==> config.mk <==
export PLATFORM = sky130hd
export DESIGN_NAME = axonerve_kvs_arbiter
export DESIGN_NICKNAME = d
export VERILOG_FILES = /design/src/rtl/axonerve_kvs_arbiter.sv
export SDC_FILE = /design/constraint.sdc
export NUM_CORES = 1
export LEC_CHECK = 0
export ABC_AREA = 0
export BUFFER_PORTS_ARGS = -buffer_cell sky130_fd_sc_hd__clkbuf_2
export CORE_AREA = 2 2 620 622
export DETAILED_ROUTE_END_ITERATION = 16
export DIE_AREA = 0 0 622 624
export HOLD_SLACK_MARGIN = 0.15
export SYNTH_ARGS = -nofsm -noshare
export SYNTH_HDL_FRONTEND = slang
export SYNTH_SLANG_ARGS = --single-unit
==> constraint.sdc <==
create_clock -name I_CLK -period 12.2 [get_ports I_CLK]
set_input_delay 2.44 -clock I_CLK [delete_from_list [all_inputs] [get_ports I_CLK]]
set_output_delay 2.44 -clock I_CLK [all_outputs]
set_load 0.03 [all_outputs]
==> src/rtl/axonerve_kvs_arbiter.sv <==
// +-------------------------------------------------------------------------+
// | axonerve_kvs_arbiter: round-robin command arbiter in front of the KVS   |
// | kernel, with an in-order tag FIFO that routes ACKs back to requesters.  |
// | Revision: 1.0                                                           |
// +-------------------------------------------------------------------------+
`default_nettype none

module axonerve_kvs_arbiter #(
  parameter int N_REQ     = 4,
  parameter int TAG_DEPTH = 16
) (
  input  logic                          I_CLK,
  input  logic                          I_RST,
  input  logic [N_REQ-1:0]              I_REQ_VALID,
  output logic [N_REQ-1:0]              O_REQ_READY,
  input  logic [5*N_REQ-1:0]            I_REQ_OP,
  input  logic [128*N_REQ-1:0]          I_REQ_KEY,
  input  logic [128*N_REQ-1:0]          I_REQ_MSK,
  input  logic [7*N_REQ-1:0]            I_REQ_PRI,
  input  logic [32*N_REQ-1:0]           I_REQ_VALUE,
  output logic [N_REQ-1:0]              O_RSP_VALID,
  output logic                          O_RSP_ENT_ERR,
  output logic                          O_RSP_SHIT,
  output logic                          O_RSP_MHIT,
  output logic [31:0]                   O_RSP_VALUE,
  output logic                          O_KVS_CMD_VALID,
  output logic                          O_KVS_ERASE,
  output logic                          O_KVS_WRITE,
  output logic                          O_KVS_READ,
  output logic                          O_KVS_SEARCH,
  output logic                          O_KVS_UPDATE,
  output logic [127:0]                  O_KVS_KEY,
  output logic [127:0]                  O_KVS_MSK,
  output logic [6:0]                    O_KVS_PRI,
  output logic [31:0]                   O_KVS_VALUE,
  input  logic                          I_KVS_READY,
  input  logic                          I_KVS_WAIT,
  input  logic                          I_KVS_CMD_FULL,
  input  logic                          I_KVS_ACK,
  input  logic                          I_KVS_ENT_ERR,
  input  logic                          I_KVS_SHIT,
  input  logic                          I_KVS_MHIT,
  input  logic [31:0]                   I_KVS_VALUE,
  output logic [$clog2(TAG_DEPTH):0]    O_OUTSTANDING,
  output logic [7:0]                    O_DROP_CNT,
  output logic                          O_ORPHAN
);

  localparam int c_idx_w = (N_REQ > 1) ? $clog2(N_REQ) : 1;
  localparam int c_ptr_w = $clog2(TAG_DEPTH);
  localparam int c_cnt_w = c_ptr_w + 1;
  localparam logic [c_cnt_w-1:0] c_full = c_cnt_w'(TAG_DEPTH);
  localparam logic [c_idx_w-1:0] c_last = c_idx_w'(N_REQ - 1);

  logic [c_idx_w-1:0] r_rr_ptr;
  logic [c_idx_w-1:0] w_winner;
  logic               w_found;
  logic               w_can_issue;
  logic               w_grant;
  logic               w_op_ok;
  logic               w_push;
  logic               w_pop;
  logic [4:0]         w_op;
  logic [127:0]       w_key;
  logic [127:0]       w_msk;
  logic [6:0]         w_pri;
  logic [31:0]        w_value;

  logic [c_idx_w-1:0] r_tag_mem [TAG_DEPTH];
  logic [c_ptr_w-1:0] r_wr_ptr;
  logic [c_ptr_w-1:0] r_rd_ptr;
  logic [c_cnt_w-1:0] r_count;
  logic [c_idx_w-1:0] w_head;
  logic [N_REQ-1:0]   w_head_oh;

  // Two passes give the wrap-around search: indices at/after rr_ptr first, then the rest.
  always_comb begin
    w_found  = 1'b0;
    w_winner = '0;
    for (int j = 0; j < N_REQ; j++) begin
      if (!w_found && I_REQ_VALID[j] && (c_idx_w'(j) >= r_rr_ptr)) begin
        w_found  = 1'b1;
        w_winner = c_idx_w'(j);
      end
    end
    for (int j = 0; j < N_REQ; j++) begin
      if (!w_found && I_REQ_VALID[j]) begin
        w_found  = 1'b1;
        w_winner = c_idx_w'(j);
      end
    end
  end

  always_comb begin
    w_op    = '0;
    w_key   = '0;
    w_msk   = '0;
    w_pri   = '0;
    w_value = '0;
    for (int j = 0; j < N_REQ; j++) begin
      if (c_idx_w'(j) == w_winner) begin
        w_op    = I_REQ_OP[j*5 +: 5];
        w_key   = I_REQ_KEY[j*128 +: 128];
        w_msk   = I_REQ_MSK[j*128 +: 128];
        w_pri   = I_REQ_PRI[j*7 +: 7];
        w_value = I_REQ_VALUE[j*32 +: 32];
      end
    end
  end

  // The occupancy term uses the registered count, so a pop never frees a slot in its own cycle.
  assign w_can_issue = I_KVS_READY && !I_KVS_WAIT && !I_KVS_CMD_FULL && (r_count < c_full);
  assign w_grant     = !I_RST && w_can_issue && w_found;
  assign w_op_ok     = (w_op == 5'b00001) || (w_op == 5'b00010) ||
                       (w_op == 5'b01000) || (w_op == 5'b10000);
  assign w_push      = w_grant && w_op_ok;
  assign w_pop       = !I_RST && I_KVS_ACK && (r_count != '0);
  assign w_head      = r_tag_mem[r_rd_ptr];

  always_comb begin
    O_REQ_READY = '0;
    if (w_grant) begin
      O_REQ_READY[w_winner] = 1'b1;
    end
  end

  always_comb begin
    w_head_oh = '0;
    for (int j = 0; j < N_REQ; j++) begin
      w_head_oh[j] = (w_head == c_idx_w'(j));
    end
  end

  assign O_OUTSTANDING = r_count;
  assign O_KVS_READ    = 1'b0;

  always_ff @(posedge I_CLK) begin
    if (w_push) begin
      r_tag_mem[r_wr_ptr] <= w_winner;
    end
  end

  always_ff @(posedge I_CLK) begin
    if (I_RST) begin
      r_rr_ptr        <= '0;
      r_wr_ptr        <= '0;
      r_rd_ptr        <= '0;
      r_count         <= '0;
      O_KVS_CMD_VALID <= 1'b0;
      O_KVS_ERASE     <= 1'b0;
      O_KVS_WRITE     <= 1'b0;
      O_KVS_SEARCH    <= 1'b0;
      O_KVS_UPDATE    <= 1'b0;
      O_KVS_KEY       <= '0;
      O_KVS_MSK       <= '0;
      O_KVS_PRI       <= '0;
      O_KVS_VALUE     <= '0;
      O_RSP_VALID     <= '0;
      O_RSP_ENT_ERR   <= 1'b0;
      O_RSP_SHIT      <= 1'b0;
      O_RSP_MHIT      <= 1'b0;
      O_RSP_VALUE     <= '0;
      O_DROP_CNT      <= '0;
      O_ORPHAN        <= 1'b0;
    end else begin
      O_KVS_CMD_VALID <= w_push;
      if (w_push) begin
        O_KVS_ERASE  <= w_op[0];
        O_KVS_WRITE  <= w_op[1];
        O_KVS_SEARCH <= w_op[3];
        O_KVS_UPDATE <= w_op[4];
        O_KVS_KEY    <= w_key;
        O_KVS_MSK    <= w_msk;
        O_KVS_PRI    <= w_pri;
        O_KVS_VALUE  <= w_value;
        r_wr_ptr     <= r_wr_ptr + 1'b1;
      end
      if (w_grant) begin
        r_rr_ptr <= (w_winner == c_last) ? '0 : w_winner + 1'b1;
      end
      if (w_grant && !w_op_ok && (O_DROP_CNT != 8'hFF)) begin
        O_DROP_CNT <= O_DROP_CNT + 8'd1;
      end
      O_RSP_VALID <= w_pop ? w_head_oh : '0;
      if (w_pop) begin
        O_RSP_ENT_ERR <= I_KVS_ENT_ERR;
        O_RSP_SHIT    <= I_KVS_SHIT;
        O_RSP_MHIT    <= I_KVS_MHIT;
        O_RSP_VALUE   <= I_KVS_VALUE;
        r_rd_ptr      <= r_rd_ptr + 1'b1;
      end
      if (I_KVS_ACK && (r_count == '0)) begin
        O_ORPHAN <= 1'b1;
      end
      case ({w_push, w_pop})
        2'b10:   r_count <= r_count + 1'b1;
        2'b01:   r_count <= r_count - 1'b1;
        default: r_count <= r_count;
      endcase
    end
  end

endmodule

`default_nettype wire

==> impl_metrics.ini, run 1 <==
[power_and_ir_drop]
internal-power_uw = 2855
p_comb_frac = 0.254
seq_power_share = 0.302
p_switching_uw = 1644
p_per_area_nw_per_um2 = 108.7
pwr-share-clk = 0.444
switching_share = 0.3655
ir_drop_mv = 0.1042
p_leak_uw = 0.01996

[routing]
routed_wl_mm = 312.2
viasPerCell = 3.271
drt_iter0_markers = 2587
wire_per_inst_um = 31.38
vias = 32550
postRouteAntennaNets = 0
drt_pass1_iterations = 6
drcViolationCount = 0

[synth]
ys_ff_latch = 399
synth-main-ff-cell = dfxtp_1
ys_top_cells_by_area = dfxtp_1 29%, a21oi_1 13%, o211ai_2 12%, o211a_1 11%, nand2_1 10%
yosysUniqueCellTypes = 59
yosys.area.top_type = dfxtp_1
yosysWarnings = 0
synth_seq_area_share = 0.3225
syn-num-nets = 4702
ys_async_sr_fraction = 0
netlist_area_um2 = 25760
yosys.area.top_type_share = 0.2852
avgSynthCellArea_um2 = 7.481
synth-edff-count = 32
synthCells = 3444

[global_routing]
antenna_found_initial = 269
grt_max_degree = 185
grt_pass1_vias = 30270
overflow = 0
grt_pass1_wl_mm = 376.5
grtUsageTotal = 0.1540

[setup_path]
crit_path_max_incr_delay_ps = 830
critPathLaunchType = primary input
cp_max_fo = 51
crit_chain = clkbuf_2, nand2_1, nand2_1, a21oi_1, o22ai_1, inv_1, ha_4, inv_1, nor2_1, clkbuf_2
worstPathRequired_ps = 9760
r2r_slack_ps = 6420
end_kind = primary output
r2r-end = O_KVS_MSK[67]
path_class = in -> out
timing.critical_path.buf_inv = 4
crit_family = buffers and inverters
slowest_stage = ha_4
reg2reg_from = r_rr_ptr[1]
r2r_cells = 15
worstPathArrival_ps = 5150

[sta]
maxSlewHeadroom = 0.2480
rsz0062_at_grt = false
clock.fmax_mhz = 131.7
finalSetupViolCount = 0
fin_skew_ps = 61.73
period_minus_slack_ps = 7595
slew_violations = 0
tns_ps = 0
final-hold-violation-count = 0
finalCritPeriodShare = 0.6225
fin_hold_ws_ps = 454.0
worst_slew_pin_slew_ps = 1128

[final_layout]
final_cell_mix = 1,600 x clkbuf_2, 683 x nand2_1, 636 x a21oi_1
fin_area_um2 = 41400
final_util = 0.1086
final_nets = 6053
syn_to_final_growth_pct = 60.69
fill_cells = 44750
layout_commonest_cell = clkbuf_2
layout-drive-gt1-share = 0.4197

[floorplan]
rows = 227
initial_core_util = 0.06759
coreArea_um2 = 381200
num_io_pins = 1603
dieArea_um2 = 388100
die_w_um = 622
die_h_um = 624

[placement]
hpwl_mm = 277.8
post_dp_cell_area_um2 = 39060
globalplace.congestion = 0.9963
port-buffer-count = 1601

[clock_tree]
numCtsBuffers = 56
cts_hold_buffers = 0
post_cts_buffers = 0
clock_path_buffers = 3
htreeDepth = 2
cts_tree = done
cts_resized = 0
insertion_delay_ps = 770
cts.sinks = 399
clk_pin_slew_ps = 60
root_buffer = clkbuf_16

[hold_path]
hold_depth = 2
whs_endpoint = O_RSP_VALUE[0]
hp-class = reg -> reg
hold_start = O_RSP_VALUE[0]

[flow_run]
cap_violations = 0

[run_status]
status = finished, final reports clean
## per-layer routing
| metal | wire [um] | GRT usage | vias to the layer above | part of all wire |
|---|---|---|---|---|
| met5 | 1128 | 0 | - | 0.0036 |
| met3 | 45910 | 0.09937 | 590 | 0.15 |
| met2 | 139900 | 0.2458 | 1620 | 0.45 |
| met4 | 10530 | 0.04530 | 178 | 0.034 |
| li1 | - | - | 14980 | - |
| met1 | 114700 | 0.1662 | 15180 | 0.37 |
## power groups by stage
stage	clock network, uW	logic [uW]	registers [uW]
floorplan	0	482	1430
global placement	0	1160	1390
detailed placement	0	1160	1390
CTS	2080	1160	1360
global route	2120	1240	1360
finish	2000	1140	1360
## state kept, by name, indices dropped and copies added (netlist names), 5 cells and up, named ones only
name	cells
O_DROP_CNT	8
O_RSP_VALUE	32
O_KVS_PRI	7
O_KVS_MSK	128
O_KVS_VALUE	32
O_OUTSTANDING	5
r_tag_mem	32
O_KVS_KEY	128
## synthesized netlist by cell type (3+ instances only)
| library cell | instances |
|---|---|
| buf_1 | 25 |
| mux4_2 | 10 |
| a21oi_1 | 644 |
| o211a_1 | 292 |
| nand3_1 | 6 |
| or3_1 | 6 |
| a211oi_2 | 5 |
| o211ai_2 | 250 |
| nor2b_1 | 6 |
| inv_1 | 14 |
| o211ai_1 | 46 |
| dfxtp_1 | 367 |
| clkbuf_1 | 260 |
| o21ai_0 | 7 |
| buf_4 | 4 |
| o22ai_1 | 3 |
| edfxtp_1 | 32 |
| ha_1 | 13 |
| and3_1 | 19 |
| mux2i_1 | 3 |
| nor2_1 | 620 |
| o22a_1 | 3 |
| xor2_1 | 6 |
| buf_2 | 32 |
| a22oi_1 | 5 |
| xnor2_1 | 3 |
| nor4_1 | 5 |
| nor3_1 | 4 |
| buf_6 | 32 |
| and2_1 | 6 |
| nand2_1 | 683 |
## final cells by class
class / instances / area (um2) / area share
flip-flops and latches: 399 / 8308 / 0.2007
well taps: 5038 / 6304 / 0.1523
clock buffers: 68 / 1546 / 0.03735
diodes: 71 / 177.7 / 0.004292
inverters: 15 / 63.81 / 0.001541
repair buffers: 1646 / 8503 / 0.2054
multi-input cells: 2677 / 15880 / 0.3837
clock inverters: 36 / 613.1 / 0.01481
## worst max-delay path by stage
stage                         from  depth (start not counted)               end
floorplan           I_REQ_VALID[0]                         10    O_REQ_READY[1]
global placement    I_REQ_VALID[1]                         22  O_OUTSTANDING[4]
detailed placement  I_REQ_VALID[0]                         21  O_OUTSTANDING[4]
CTS                 I_REQ_VALID[0]                         10    O_REQ_READY[3]
global route        I_REQ_VALID[1]                         10    O_REQ_READY[3]
finish              I_REQ_VALID[0]                         10    O_REQ_READY[3]
## stage by stage
step / total power [uW] / cells / setup slack (ps)
3_3_place_gp: 2542 / 9775 / 4310
4_1_cts: 4604 / 9879 / 4585
2_1_floorplan: 1910 / 3444 / 4658
3_5_place_dp: 2545 / 9775 / 4347
5_1_grt: 4720 / 9906 / 4331
6_report: 4499 / 9950 / 4605
## worst min-delay path, cell delays in order (launching register included)
cell	delay, ps
dfxtp_1	310
nand2_1	50
a21oi_1	50
## logic make-up after synthesis
kind of cell	share of synthesized area
multiplexers	0.01034
adder cells (fa/ha/maj)	0.006314
buffers and inverters	0.06508
flip-flops	0.3225
AND/OR/NAND/NOR	0.2053
XOR/XNOR	0.003060
other	0.0001456
AO/OA/AOI/OAI	0.3873
Power figures use the tool's default switching activity.
==> inputs of run 2 (changes only) <==
==> constraint.sdc (replaced) <==
create_clock -name I_CLK -period 6.2 [get_ports I_CLK]
set_input_delay 1.24 -clock I_CLK [delete_from_list [all_inputs] [get_ports I_CLK]]
set_output_delay 1.24 -clock I_CLK [all_outputs]
set_load 0.03 [all_outputs]
==> run 2 against run 1 <==
  * Critical path depth is 11 higher
  * Die area unchanged
  * Non-clock buffer count up 25
  * Largest power group unchanged
  * Sequential cell count unchanged
  * Clock skew shrank 20 ps
  * Sequential power is 96% higher
  * Total power rose by 96%
  * Highest routed layer unchanged
  * Wire length is 2.0% higher
==> impl_metrics.ini, run 2 (synthesis results as in run 1) <==
[run_status]
status = finished, final reports clean

[floorplan]
dieArea_um2 = 388100
die_h_um = 624
num_io_pins = 1603
die_w_um = 622
coreArea_um2 = 381200
rows = 227
initial_core_util = 0.06759

[clock_tree]
post_cts_buffers = 0
clk_pin_slew_ps = 60
cts_resized = 0
insertion_delay_ps = 770
cts_tree = done
cts_hold_buffers = 0
root_buffer = clkbuf_16
cts.sinks = 399
htreeDepth = 2
clock_path_buffers = 3
numCtsBuffers = 58

[final_layout]
layout-drive-gt1-share = 0.4218
largestRegisters = O_KVS_KEY x128, O_KVS_MSK x128
final_util = 0.1092
layout_commonest_cell = clkbuf_2
final_nets = 6080
final_cell_mix = 1,600 x clkbuf_2, 683 x nand2_1, 642 x a21oi_1
syn_to_final_growth_pct = 61.56
fin_area_um2 = 41620
fin_cells = 9979
fill_cells = 44720

[global_routing]
grt_max_degree = 189
antenna_found_initial = 290
grt_pass1_vias = 30600
grtUsageTotal = 0.1566
grt_pass1_wl_mm = 382.8
overflow = 0

[routing]
postRouteAntennaNets = 0
drt_iter0_markers = 3013
drt_pass1_iterations = 8
vias = 33460
viasPerCell = 3.353
routed_wl_mm = 318.4
wire_per_inst_um = 31.91
drcViolationCount = 0

[power_and_ir_drop]
p_per_area_nw_per_um2 = 211.6
ir_drop_mv = 0.2468
switching_share = 0.3727
seq_power_share = 0.304
pwr-share-clk = 0.440
p_leak_uw = 0.02009
p_comb_frac = 0.257
p_switching_uw = 3282
internal-power_uw = 5524

[setup_path]
end_kind = flop
r2r_slack_ps = 1520
reg2reg_from = r_rr_ptr[1]
cp_max_fo = 10
crit_chain = clkbuf_2, nor2b_1, nor2_1, o22ai_1, inv_1, ha_4, nor2_1, o211ai_1, and3b_1, o211a_1, o311a_4, inv_1, ha_1, xor2_1, ha_1, a21oi_1, nor3b_1, o21ai_0, a21oi_1, xnor2_1, nor2_1
critPathLaunchType = primary input
slowest_stage = o311a_4
timing.critical_path.buf_inv = 3
cpMostUsedCell = nor2_1
worstPathRequired_ps = 6840
crit_family = compound AO/OA/AOI/OAI gates
r2r-end = O_OUTSTANDING[4]
path_class = in -> reg
worstPathArrival_ps = 5540
crit_path_max_incr_delay_ps = 440
r2r_cells = 21

[placement]
port-buffer-count = 1601
dp_cells = 9800
hpwl_mm = 282.6
post_dp_cell_area_um2 = 39320
globalplace.congestion = 1.083

[hold_path]
whs_endpoint = O_RSP_VALUE[24]
hold_depth = 2
hp-class = reg -> reg
hold_start = O_RSP_VALUE[24]

[sta]
finalSetupViolCount = 0
clock.fmax_mhz = 204.2
finalCritPeriodShare = 0.7899
worst_slew_pin_slew_ps = 1272
final-hold-violation-count = 0
maxSlewHeadroom = 0.1523
slew_violations = 0
period_minus_slack_ps = 4897
rsz0062_at_grt = false
fin_skew_ps = 41.31
tns_ps = 0
fin_hold_ws_ps = 456.5

[flow_run]
cap_violations = 0
==> run 2: final cells by class <==
type / instances / area (um2) / area share
diodes: 69 / 172.7 / 0.004148
clock buffers: 70 / 1577 / 0.03788
clock inverters: 40 / 559.3 / 0.01344
inverters: 15 / 63.81 / 0.001533
multi-input cells: 2677 / 15860 / 0.3811
flip-flops and latches: 399 / 8308 / 0.1996
well taps: 5038 / 6304 / 0.1514
repair buffers: 1671 / 8778 / 0.2109
==> run 2: worst max-delay path by stage <==
stage	start	endpoint	slack (ps)	depth (start not counted)
after floorplan	I_REQ_VALID[0]	O_OUTSTANDING[4]	710	23
after detailed placement	I_REQ_VALID[0]	O_OUTSTANDING[4]	590	21
after CTS	I_REQ_VALID[0]	O_OUTSTANDING[4]	1490	21
after global placement	I_REQ_VALID[0]	O_OUTSTANDING[4]	390	23
final	I_REQ_VALID[0]	O_OUTSTANDING[4]	1300	21
after global routing	I_REQ_VALID[0]	O_OUTSTANDING[4]	990	23
==> run 2: power groups by stage <==
| stage | combinational [uW] | sequential, uW | clock [uW] |
|---|---|---|---|
| after floorplan | 948 | 2810 | 0 |
| after global placement | 2260 | 2730 | 0 |
| after detailed placement | 2270 | 2730 | 0 |
| after CTS | 2280 | 2670 | 4050 |
| after global routing | 2440 | 2680 | 4100 |
| final | 2260 | 2670 | 3870 |
==> run 2: through the flow <==
stage,total power (uW),setup WS (ps)
3_5_place_dp,5000,594.0
3_3_place_gp,4993,394.3
6_report,8806,1303
5_1_grt,9221,986.0
4_1_cts,9003,1489
2_1_floorplan,3759,706.8
==> run 2: layer usage <==
layer	GRT usage	share of wire	wire, um	vias to the layer above
met5	0	0.0043	1358	-
met4	0.03946	0.030	9685	212
met3	0.1106	0.16	50560	649
met2	0.2540	0.45	144400	1837
met1	0.1623	0.35	112400	15740
li1	-	-	-	15030
==> run 2: worst min-delay path: cells and delay by family (launching register included) <==
| kind | cells | cell delay [ps] |
|---|---|---|
| AOI/OAI and AO/OA | 1 | 50 |
| DFF | 1 | 310 |
| and+or+nand+nor | 1 | 50 |
